==> src/rtl/dff_stim_pkg.sv <==
// rtl/dff_stim_pkg.sv - shared state encoding, phase mapping and LFSR constants for dff_stim_gen
package dff_stim_pkg;

    typedef enum logic [2:0] {
        ST_IDLE     = 3'd0,
        ST_HOLD     = 3'd1,
        ST_RUN      = 3'd2,
        ST_REASSERT = 3'd3,
        ST_DONE     = 3'd4
    } state_t;

    localparam logic [1:0] PHASE_IDLE = 2'd0;
    localparam logic [1:0] PHASE_HOLD = 2'd1;
    localparam logic [1:0] PHASE_RUN  = 2'd2;
    localparam logic [1:0] PHASE_END  = 2'd3;

    // x^8 + x^6 + x^5 + x^4 + 1
    localparam logic [7:0] LFSR_TAPS    = 8'hB8;
    localparam logic [7:0] DEFAULT_SEED = 8'hA5;

    function automatic logic [1:0] phase_of(input state_t s);
        case (s)
            ST_IDLE: phase_of = PHASE_IDLE;
            ST_HOLD: phase_of = PHASE_HOLD;
            ST_RUN:  phase_of = PHASE_RUN;
            default: phase_of = PHASE_END;
        endcase
    endfunction

endpackage

==> src/rtl/dff_stim_gen_lfsr.sv <==
// rtl/dff_stim_gen_lfsr.sv - Fibonacci LFSR that steps only when advance is high
module lfsr_gen
    import dff_stim_pkg::*;
#(
    parameter int               WIDTH = 8,
    parameter logic [WIDTH-1:0] SEED  = WIDTH'(DEFAULT_SEED),
    parameter logic [WIDTH-1:0] TAPS  = WIDTH'(LFSR_TAPS)
) (
    input  logic             clk,
    input  logic             reset,
    input  logic             advance,
    output logic [WIDTH-1:0] value
);

    // An all-zero state would lock the register up, so a zero seed becomes 1.
    localparam logic [WIDTH-1:0] SEED_EFF = (SEED == '0) ? WIDTH'(1) : SEED;

    logic feedback;

    assign feedback = ^(value & TAPS);

    always_ff @(posedge clk or posedge reset) begin
        if (reset) begin
            value <= SEED_EFF;
        end else if (advance) begin
            value <= {value[WIDTH-2:0], feedback};
        end
    end

endmodule

==> src/rtl/dff_stim_gen.sv <==
// rtl/dff_stim_gen.sv - reset/d stimulus sequencer for a sync-reset DFF; optional checker under DFF_STIM_CHECKER_EN
module dff_stim_gen
    import dff_stim_pkg::*;
#(
    parameter int                    TOGGLES_PER_PHASE = 5,
    parameter int                    LFSR_WIDTH        = 8,
    parameter logic [LFSR_WIDTH-1:0] SEED              = LFSR_WIDTH'(DEFAULT_SEED),
    parameter int                    DELAY_BITS        = 2
) (
    input  logic       clk,
    input  logic       reset,
    input  logic       start,
    input  logic       q_in,
    output logic       d_out,
    output logic       reset_n_out,
    output logic       busy,
    output logic       done,
    output logic [1:0] phase,
    output logic       err
);

    localparam int DW = DELAY_BITS + 1;

    state_t                  state;
    state_t                  next_state;
    logic [DW-1:0]           delay_cnt;
    logic [3:0]              toggle_cnt;
    logic [LFSR_WIDTH-1:0]   lfsr_value;
    logic                    active;
    logic                    accept;
    logic                    tick;
    logic                    last_toggle;
    logic                    load;
    logic [DW-1:0]           load_value;

    logic                    busy_d;
    logic                    done_d;
    logic                    reset_n_d;
    logic [1:0]              phase_d;

    assign active      = (state == ST_HOLD) || (state == ST_RUN);
    assign accept      = (state == ST_IDLE) && start;
    assign tick        = active && (delay_cnt == DW'(1));
    assign last_toggle = tick && (toggle_cnt == 4'(TOGGLES_PER_PHASE - 1));
    assign load        = accept || tick;
    // Delay is taken from the LFSR before it shifts on this same edge.
    assign load_value  = DW'(lfsr_value[DELAY_BITS-1:0]) + DW'(1);

    lfsr_gen #(
        .WIDTH (LFSR_WIDTH),
        .SEED  (SEED),
        .TAPS  (LFSR_WIDTH'(LFSR_TAPS))
    ) u_lfsr (
        .clk     (clk),
        .reset   (reset),
        .advance (load),
        .value   (lfsr_value)
    );

    always_ff @(posedge clk or posedge reset) begin
        if (reset) begin
            state <= ST_IDLE;
        end else begin
            state <= next_state;
        end
    end

    always_comb begin
        next_state = state;
        case (state)
            ST_IDLE:     if (start)       next_state = ST_HOLD;
            ST_HOLD:     if (last_toggle) next_state = ST_RUN;
            ST_RUN:      if (last_toggle) next_state = ST_REASSERT;
            ST_REASSERT:                  next_state = ST_DONE;
            ST_DONE:                      next_state = ST_IDLE;
            default:                      next_state = ST_IDLE;
        endcase
    end

    // Outputs are decoded from next_state and registered, so nothing reaches a pin combinationally.
    always_comb begin
        busy_d    = (next_state != ST_IDLE);
        done_d    = (next_state == ST_DONE);
        reset_n_d = (next_state == ST_RUN);
        phase_d   = phase_of(next_state);
    end

    always_ff @(posedge clk or posedge reset) begin
        if (reset) begin
            busy        <= 1'b0;
            done        <= 1'b0;
            reset_n_out <= 1'b0;
            phase       <= PHASE_IDLE;
        end else begin
            busy        <= busy_d;
            done        <= done_d;
            reset_n_out <= reset_n_d;
            phase       <= phase_d;
        end
    end

    always_ff @(posedge clk or posedge reset) begin
        if (reset) begin
            delay_cnt  <= '0;
            toggle_cnt <= '0;
            d_out      <= 1'b0;
        end else begin
            if (load) begin
                delay_cnt <= load_value;
            end else if (active && (delay_cnt != '0)) begin
                delay_cnt <= delay_cnt - DW'(1);
            end

            if (accept || last_toggle) begin
                toggle_cnt <= '0;
            end else if (tick) begin
                toggle_cnt <= toggle_cnt + 4'd1;
            end

            if (tick) begin
                d_out <= ~d_out;
            end
        end
    end

`ifdef DFF_STIM_CHECKER_EN
    logic exp_q;

    // exp_q mirrors the DFF's own sampling, so it is compared with q_in on the same edge.
    always_ff @(posedge clk or posedge reset) begin
        if (reset) begin
            exp_q <= 1'b0;
            err   <= 1'b0;
        end else begin
            exp_q <= reset_n_out ? d_out : 1'b0;
            if ((state != ST_IDLE) && (q_in != exp_q)) begin
                err <= 1'b1;
            end
        end
    end

    logic unused_lfsr_bits;
    assign unused_lfsr_bits = ^lfsr_value[LFSR_WIDTH-1:DELAY_BITS];
`else
    assign err = 1'b0;

    logic unused_inputs;
    assign unused_inputs = ^{lfsr_value[LFSR_WIDTH-1:DELAY_BITS], q_in};
`endif

endmodule

==> config.mk <==
export PLATFORM = sky130hd
export DESIGN_NAME = dff_stim_gen
export DESIGN_NICKNAME = d
export VERILOG_FILES = /design/src/rtl/dff_stim_pkg.sv /design/src/rtl/dff_stim_gen_lfsr.sv /design/src/rtl/dff_stim_gen.sv
export SDC_FILE = /design/constraint.sdc
export NUM_CORES = 1
export LEC_CHECK = 0
export BUFFER_PORTS_ARGS = -buffer_cell sky130_fd_sc_hd__buf_2
export CAP_MARGIN = 5
export CORE_AREA = 8 8 68 70
export CTS_CLUSTER_DIAMETER = 60
export DETAILED_ROUTE_END_ITERATION = 8
export DIE_AREA = 0 0 76 78
export GPL_TIMING_DRIVEN = 0
export SYNTH_ARGS = -nofsm -noshare
export SYNTH_HDL_FRONTEND = slang
export SYNTH_HIERARCHICAL = 1
export SYNTH_SLANG_ARGS = --single-unit
==> constraint.sdc <==
create_clock -name clk -period 2.3 [get_ports clk]
set_clock_uncertainty 0.1 [all_clocks]
set_input_delay 0.115 -clock clk [delete_from_list [all_inputs] [get_ports clk]]
set_output_delay 0.115 -clock clk [all_outputs]
set_load 0.01 [all_outputs]
---- Word-level counts from Yosys, hierarchy flattened ----
Cells that the tools add are included.
word-level totals
  input port bits ......................... 4
  logic and storage cells ................. 44
  register bits after elaboration ......... 24
  output and inout port bits .............. 7
operators by class
  mux-type cells .......................... 9
  bitwise logic cells ..................... 1
  add/sub/neg operators ................... 3
  reduce and logical (&&, ||, !) cells .... 14
  eq/ne operators ......................... 8
operator list
  cell                   number
  $mux W3                5
  $pmux W3 S4            1
  $eq A3 B1 Y1 const B   3
  $eq A3 B2 Y1 const B   3
  $mux W4                2
  $reduce_xor A8 Y1      1
  $logic_not A3 Y1       2
  $pmux W2 S3            1
  $reduce_bool A3 Y1     2
  $add A4 B1 Y4 const B  1
  $eq A4 B3 Y1 const B   1
  $logic_and A1 B1 Y1    4
  $reduce_bool A2 Y1     2
  $add A2 B1 Y3 const B  1
  $eq A3 B3 Y1 const B   1
  $logic_or A1 B1 Y1     3
  $sub A3 B1 Y3 const B  1
  $not A1 Y1             1

---- Logic depth before layout (Yosys ltp) ----
Gate-level depths: netlist of the first run.
  word-level depth ........................ 8
  mapped depth ............................ 8
  mapped depth without buffers ............ 7

---- Modules after synthesis ----
Netlist of the first run, hierarchy kept.
by module, submodules not included
  module        instances  seq. area each (µm²)  area each (µm²)  cells each
  dff_stim_gen  1          400.4                 870.8            90
  lfsr_gen      1          205.2                 327.8            22

---- Worst setup path before layout of the first run ----
Ideal clock, no wire load.
  path kind ............................... register to register
  start point ............................. reg delay_cnt[1]
  end point ............................... reg toggle_cnt[3]
  buffers on the path ..................... 1
  cell stages (with the launch flop) ...... 8
  setup slack ............................. 0.250 ns
  library setup time ...................... 0.078 ns
  data required time ...................... 2.122 ns
  arrival time ............................ 1.873 ns
  period minus slack after synthesis ...... 2.050 ns
  path through ............................ dfrtp_1 > inv_1 > ha_1 > nor2b_1 > or3b_1 > buf_2 > or4_1 > a21oi_1
on the way
  cells in the longest elaborated chain, start to end .. 5
  elaborated cells on any way between the ends .. 6
  classes of those cells .................. 1 x eq/ne; 1 x mux; 4 x reduce/logical
ends and longest elaborated chain
  element                                               RTL line             text
  start, declared                                       dff_stim_gen.sv:26   logic [DW-1:0] delay_cnt;
  start signal, assigned                                dff_stim_gen.sv:109  delay_cnt <= load_value;
  start signal, assigned                                dff_stim_gen.sv:111  delay_cnt <= delay_cnt - DW'(1);
  $eq A3 B1 Y1 (*)                                      dff_stim_gen.sv:43   assign tick = active && (delay_cnt == DW'(1));
  $logic_and A1 B1 Y1 (*)                               dff_stim_gen.sv:43
  $logic_and A1 B1 Y1                                   dff_stim_gen.sv:44   assign last_toggle = tick && (toggle_cnt == 4'(TOGGLES_PER_PHASE - 1));
  $logic_or A1 B1 Y1                                    dff_stim_gen.sv:114  if (accept || last_toggle) begin
  $mux W4 / $reduce_bool A2 Y1 (equally long branches)  n/a
  end signal, assigned                                  dff_stim_gen.sv:117  toggle_cnt <= toggle_cnt + 4'd1;
  end, declared                                         dff_stim_gen.sv:27   logic [3:0] toggle_cnt;
Mark *: on every way between the ends. The rest lies on a longest branch, timed or not.
A chain may end at the register's enable or synchronous reset.

---- Final worst setup path of the first run ----
Ends and elaborated chain as after synthesis.

==> summary.md, run 1 <==
| Metric | Value |
|---|---|
| Initial Util | 0.338 |
| Overall power | 1810 uW |
| Final worst setup slack | 0.165 ns |
| First-pass GRT wire length | 3410 um |
| Area post-placement | 1300 um2 |
| Pre-CTS WS | 0.0615 ns |
| Ys flop type | dfrtp_1 |
| Clock buffer depth | 2 |
| Final net count | 137 |
| Synth Area in Compound Gates | 0.0678 |
| Clock sink total | 24 |
| Htree depth | 1 |
| Mux contribution to synthesized area | 0.110 |
| Fmax | 468 MHz |
| Worst-skew pair later-pin latency | 0.31 ns |
| Leakage power figure | 0.000597 uW |
| Mapped Area | 1200 um2 |
| Core box area | 3550 um2 |
| Vias in the first global route | 780 |
| WL final | 1900 um |
| Antenna-violating nets left | 0 |
| Setup crit start kind | flip-flop |
| Clock Pin Slew Worst Setup and Hold Paths | 0.13 ns |
| Share of layout cells above drive strength 1 | 0.254 |
| Library cells used by synthesis | 27 |
| Remaining global-route overflow | 0 |
| Unrepaired setup endpoints after global routing | false |
| Post-synthesis adder-cell area fraction | 0.0626 |
| Post-synthesis instance total | 112 |
| Row cnt | 22 |
| Synth Area in XOR/XNOR | 0.0438 |
| Critical path type | reg2reg |
| Hold Worst Slack | 0.172 ns |
| DRC | 0 |
| Cts bufs inserted | 3 |
| Largest family of logic cells by synthesized area | simple AND/OR/NAND/NOR gates |
| Setup crit end kind | flip-flop |
| CTS root buf | clkbuf_4 |
| Worst Path Required | 2.45 ns |
| DP Wirelength | 1430 um |
| GPL Wtd Cong | 0.816 |
| DR iter-0 viols | 70 |
| Post-Synthesis Net Count | 122 |
| Number of flops mapped to enable cells by yosys | 0 |
| Post-route design area | 1360 um2 |
| IO buf count | 8 |
| WL per Instance | 10.9 um |
| Worst min path class | in2async |
| FF+latch count, synth | 24 |
| Clock period minus worst slack | 2.14 ns |
| Status | finished clean |
| Simple-Gate Fraction of Synth Area | 0.140 |
| Post-synthesis sequential area ratio | 0.505 |
| WP data arrival | 2.28 ns |
| Synth-to-layout area growth | 13.6% |
| Die Y | 78 um |
| Setup Total Neg Slack | 0 ns |
| Avg Inst Size Synth | 10.7 um2 |
| CTS tree | built |
| Worst slew pin tran | 0.678 ns |
| Peak VDD IR | 0.716 mV |
| Setup violators final | 0 |
| Boundary Pins | 11 |
| Hold Vio Cnt, Final | 0 |
| Yosys Warn Count | 6 |
| Crit-path max FO | 8 |
| Number of diodes | 0 |
| Via count | 792 |
| Tcrit/Tclk final | 0.928 |
| Die X-Extent | 76 um |
| Postcts setup bufs | 0 |
| Power density cells | 1330 nW/um2 |
| Post-synth ARST share | 1.00 |
| Initial antenna violation count | 0 |
| Max-Cap Viols | 0 |
| Pin count of the biggest net entering global routing | 17 |
| Slew margin rel. | 0.547 |
| Tot GR Track Use | 0.0685 |
| Slew Limit Fails | 0 |
| Pre-antenna DRT Iters | 4 |
| Vias per cell | 4.55 |
| Full die area | 5930 um2 |
worst max-delay path, cell delays in order (launching register included):
cell and delay [ns]:
dfrtp_1 0.38, inv_1 0.08, ha_1 0.14, nor2b_2 0.20, or3b_1 0.36, buf_2 0.17, or4_1 0.50, a21oi_1 0.15
per-stage QoR:
step	cells	util
2_1_floorplan	112	-
3_3_place_gp	168	0.366
3_5_place_dp	168	0.366
4_1_cts	174	0.382
5_1_grt	174	0.383
6_report	174	0.383
report_power, final:
| group | switching (uW) | leakage [uW] | internal [uW] |
|---|---|---|---|
| clock | 121 | 0.0000210 | 96.7 |
| combinational | 408 | 0.000291 | 463 |
| sequential | 102 | 0.000285 | 619 |
| total | 631 | 0.000597 | 1180 |
sequential cells by signal, indices dropped and copies added, names as in the netlist:
name          cells
state             3
reset_n_out       1
phase             2
done              1
d_out             1
u_lfsr/value      8
delay_cnt         3
toggle_cnt        4
busy              1
placed cells by master (no fill, tap or decap), types with 6 or more instances in the layout:
cell type and count:
nor2_1 7, a21oi_1 9, ha_1 6, inv_1 8, buf_2 10, mux2_2 9
nand3_1 6, xnor2_1 6, dfrtp_1 20
per-layer routing:
layer / vias up / GRT usage / share of wire / wire length [um]
met3: 2 / 0.0346 / 0.070 / 133
met1: 371 / 0.0729 / 0.44 / 836
met2: 21 / 0.114 / 0.48 / 910
met4: 0 / 0.0255 / 0.0084 / 16
met5: - / 0 / 0 / 0
li1: 398 / - / - / -
Yosys cell counts, types with 2 or more instances:
cell type / count / area, um2
nand3b_1: 2 / 15.0
dfstp_2: 4 / 105
ha_1: 6 / 75.1
inv_1: 8 / 30.0
xnor2_1: 6 / 52.6
nor2b_1: 3 / 18.8
and3b_1: 2 / 17.5
mux2_2: 9 / 101
buf_2: 2 / 10.0
a21oi_1: 10 / 50.1
mux2i_1: 3 / 30.0
nand2_1: 5 / 18.8
clkbuf_1: 3 / 11.3
nand3_1: 6 / 30.0
o21ai_0: 5 / 25.0
buf_6: 2 / 22.5
nor2_1: 7 / 26.3
dfrtp_1: 20 / 500
final cells by class:
class / count / area [um2]
Buffer: 8 / 51.3
Clock buffer: 4 / 36.3
Fill cell: 351 / 2190
Inverter: 8 / 30.0
Multi-Input combinational cell: 72 / 518
Sequential cell: 24 / 606
Tap cell: 48 / 60.1
Timing Repair Buffer: 10 / 60.1
final timing paths:
kind                                          start                           to  slack (ns)  cells past startpoint
setup / recovery           delay_cnt[1]$_DFFE_PP0P_    toggle_cnt[3]$_DFFE_PP0P_        0.16                      7
hold / removal                                reset  u_lfsr/value[6]$_DFFE_PP0P_        0.17                      3
setup reg to reg           delay_cnt[1]$_DFFE_PP0P_    toggle_cnt[3]$_DFFE_PP0P_        0.16                      7
hold reg to reg                   d_out$_DFFE_PP0P_            d_out$_DFFE_PP0P_        0.39                      1
max in group asynchronous                     reset     delay_cnt[2]$_DFFE_PP0P_        1.41                      3
min in group clk                  d_out$_DFFE_PP0P_            d_out$_DFFE_PP0P_        0.39                      1
logic make-up after synthesis:
kind of cell | Yosys count
flops | 24
xor+xnor | 6
simple gates | 31
buf+inv | 16
fa+ha+maj | 6
mux | 12
compound gates | 16
other cells | 1
what timing repair did:
| item | in CTS | in global routing |
|---|---|---|
| setup endpoints to repair | 0 | 8 |
| hold endpoints to repair | 25 | 0 |
| gates resized for setup | 0 | 2 |
| hold buffers | 2 | 0 |
Power figures use the tool's default switching activity.
==> run 2: changes to the inputs <==
--- a/config.mk
+++ b/config.mk
@@ -7,10 +7,10 @@
 export LEC_CHECK = 0
 export BUFFER_PORTS_ARGS = -buffer_cell sky130_fd_sc_hd__buf_2
 export CAP_MARGIN = 5
-export CORE_AREA = 8 8 68 70
+export CORE_AREA = 3 3 63 65
 export CTS_CLUSTER_DIAMETER = 60
 export DETAILED_ROUTE_END_ITERATION = 8
-export DIE_AREA = 0 0 76 78
+export DIE_AREA = 0 0 66 68
 export GPL_TIMING_DRIVEN = 0
 export SYNTH_ARGS = -nofsm -noshare
 export SYNTH_HDL_FRONTEND = slang
==> run 2 against run 1 <==
Cell count fell by 1.1%. Critical path depth did not move. Via count fell by 0.51%. Worst hold slack improved by 0.0070 ns. Non-clock buffer count did not move. First-iteration DRC count fell by 30%. Die area fell by 24%. Sequential power barely moved. Design area rose by 0.18%. Highest routed layer unchanged.
==> summary.md, run 2 (synthesis gave the netlist of run 1 again) <==
| Metric | Value |
|---|---|
| Die Y | 68 um (-13%) |
| Leakage power figure | 0.000599 uW (+0.37%) |
| Vias in the first global route | 786 (+0.77%) |
| Antenna-violating nets left | 0 (unchanged) |
| Fmax | 472 MHz (+0.73%) |
| DRT met1 WL | 889 um (+6.3%) |
| Initial antenna violation count | 0 (unchanged) |
| Internal power | 1180 uW (+0.49%) |
| Clock buffer depth | 2 (unchanged) |
| Largest reg by FF count | u_lfsr/value |
| Slew Limit Fails | 0 (unchanged) |
| Via count | 788 (-0.51%) |
| Cts bufs inserted | 3 (unchanged) |
| Met2 WL | 833 um (-8.5%) |
| Final net count | 137 (unchanged) |
| Critical path type | reg2reg |
| Tot GR Track Use | 0.0939 (+0.0254) |
| Htree depth | 1 (unchanged) |
| Die X-Extent | 66 um (-13%) |
| Remaining global-route overflow | 0 (unchanged) |
| DR top layer | met4 |
| Worst r2r src | delay_cnt[1]$_DFFE_PP0P_ |
| Slew margin rel. | 0.550 (+0.00336) |
| Worst-skew pair later-pin latency | 0.31 ns (about the same) |
| Max-Cap Viols | 0 (unchanged) |
| Row cnt | 21 (-4.5%) |
| Worst slew pin tran | 0.673 ns (-0.00502 ns) |
| CTS root buf | clkbuf_4 |
| Worst reg2reg path depth | 7 (unchanged) |
| Share of layout cells above drive strength 1 | 0.254 (unchanged) |
| IO buf count | 8 (unchanged) |
| Boundary Pins | 11 (unchanged) |
| Hold Vio Cnt, Final | 0 (unchanged) |
| Setup crit start kind | flip-flop |
| Full die area | 4490 um2 (-24%) |
| Crit-path max FO | 8 (unchanged) |
| Worst min path class | in2async |
| NetSw | 636 uW (+0.79%) |
| Clock sink total | 24 (unchanged) |
| Number of diodes | 0 (unchanged) |
| Synth-to-layout area growth | 13.8% |
| Pin count of the biggest net entering global routing | 17 (unchanged) |
| Peak VDD IR | 0.819 mV (+14%) |
| Commonest non-fill, non-tap cell in the layout | dfrtp_1 |
| WP data arrival | 2.26 ns (-0.02 ns) |
| DP Wirelength | 1330 um (-6.7%) |
| DR iter-0 viols | 49 (-30%) |
| WL per Instance | 10.5 um (-3.4%) |
| Largest regs | u_lfsr/value: 8 flops, toggle_cnt: 4 flops |
| GPL Wtd Cong | 0.772 (-5.4%) |
| Fillers | 330 (-6.0%) |
| Register share of total power | 0.397 (-0.002) |
| Setup Total Neg Slack | 0 ns (unchanged) |
| Status | finished clean |
| Clock period minus worst slack | 2.12 ns (-0.0154 ns) |
| Final Util | 0.402 (+0.0190) |
| CTS tree | built |
| Max reg flops | 8 (unchanged) |
| Pre-antenna DRT Iters | 4 (unchanged) |
| Core box area | 3390 um2 (-4.5%) |
| Clock Pin Slew Worst Setup and Hold Paths | 0.12 ns (about the same) |
| Setup crit end kind | flip-flop |
| Power density cells | 1330 nW/um2 (+0.41%) |
| WL final | 1810 um (-4.5%) |
| Critical Path Source | delay_cnt[1]$_DFFE_PP0P_ |
| Commonest cells after routing, fill and taps aside | dfrtp_1, buf_2, a21oi_1, mux2_2, inv_1 |
| DRC | 0 (unchanged) |
| Postcts setup bufs | 0 (unchanged) |
| First-pass GRT wire length | 3320 um (-2.6%) |
| Met3 wire length | 75 um (-44%) |
| Unrepaired setup endpoints after global routing | false |
| Worst Path Required | 2.44 ns (about the same) |
| Clock power frac | 0.119 (about the same) |
| Setup violators final | 0 (unchanged) |
| Comb power frac | 0.484 (+0.003) |
| Vias per cell | 4.58 (+0.65%) |
| Initial Util | 0.354 (+0.0161) |
| Switching Share | 0.349 (+0.000684) |
| Tcrit/Tclk final | 0.922 (-0.00671) |
-- run 2: cell count changes in the layout (fill, tap and decap cells not counted) --
cell and delta:
nor2b_4 +1, nor2b_2 -1
-- run 2: power by group through the flow --
| stage | Clock (uW) | Combinational [uW] | Sequential [uW] |
|---|---|---|---|
| floorplan | 0 | 713 | 720 |
| global placement | 0 | 842 | 724 |
| detailed placement | 0 | 866 | 731 |
| CTS | 231 | 873 | 721 |
| global route | 248 | 996 | 750 |
| finish | 217 | 881 | 722 |
-- run 2: cell type report --
cell class | instances | area, um2 | area share
clock buffer | 4 | 36.3 | 0.0266
inverter | 8 | 30.0 | 0.0220
sequential | 24 | 606 | 0.444
multi-input combinational | 72 | 523 | 0.383
tap | 46 | 57.6 | 0.0422
buffer | 8 | 51.3 | 0.0376
timing repair buffer | 10 | 60.1 | 0.0440
-- run 2: per-layer routing --
| metal | up-vias | GRT usage |
|---|---|---|
| met5 | - | 0 |
| met4 | 0 | 0.0279 |
| met3 | 2 | 0.0296 |
| met2 | 15 | 0.158 |
| met1 | 370 | 0.116 |
| li1 | 401 | - |
-- run 2: per-stage QoR --
stage          total power [uW]  std cells  hold WS, ns  instance area, um2  worst slack (ns)
6_report                   1820        172        0.179                1360             0.180
5_1_grt                    1990        172        0.190                1360            0.0284
4_1_cts                    1820        172        0.170                1350            0.0504
3_5_place_dp               1600        166      -0.0191                1300            0.0816
3_3_place_gp               1570        166      -0.0216                1300            0.0721
2_1_floorplan              1430        112       -0.172                1200             0.250
-- run 2: final timing paths --
path / endpoint / slack (ns)
worst max-delay path: toggle_cnt[3]$_DFFE_PP0P_ / 0.18
worst max register to register: toggle_cnt[3]$_DFFE_PP0P_ / 0.18
min in group clk: d_out$_DFFE_PP0P_ / 0.38
max in group asynchronous: phase[0]$_DFF_PP0_ / 1.42
worst min-delay path: u_lfsr/value[1]$_DFFE_PP0P_ / 0.18
worst min register to register: d_out$_DFFE_PP0P_ / 0.38
-- run 2: what timing repair did --
action | in CTS | in global routing
resized for setup | 0 | 3
hold buffers | 2 | 0
endpoints found under the setup margin | 0 | 8
endpoints found under the hold margin | 25 | 0
-- run 2: worst max-delay path: stages, from the launching register on --
cell and delay, ns:
dfrtp_1 0.38, inv_1 0.09, ha_1 0.15, nor2b_4 0.17, or3b_1 0.35, buf_2 0.17
or4_1 0.50, a21oi_1 0.15
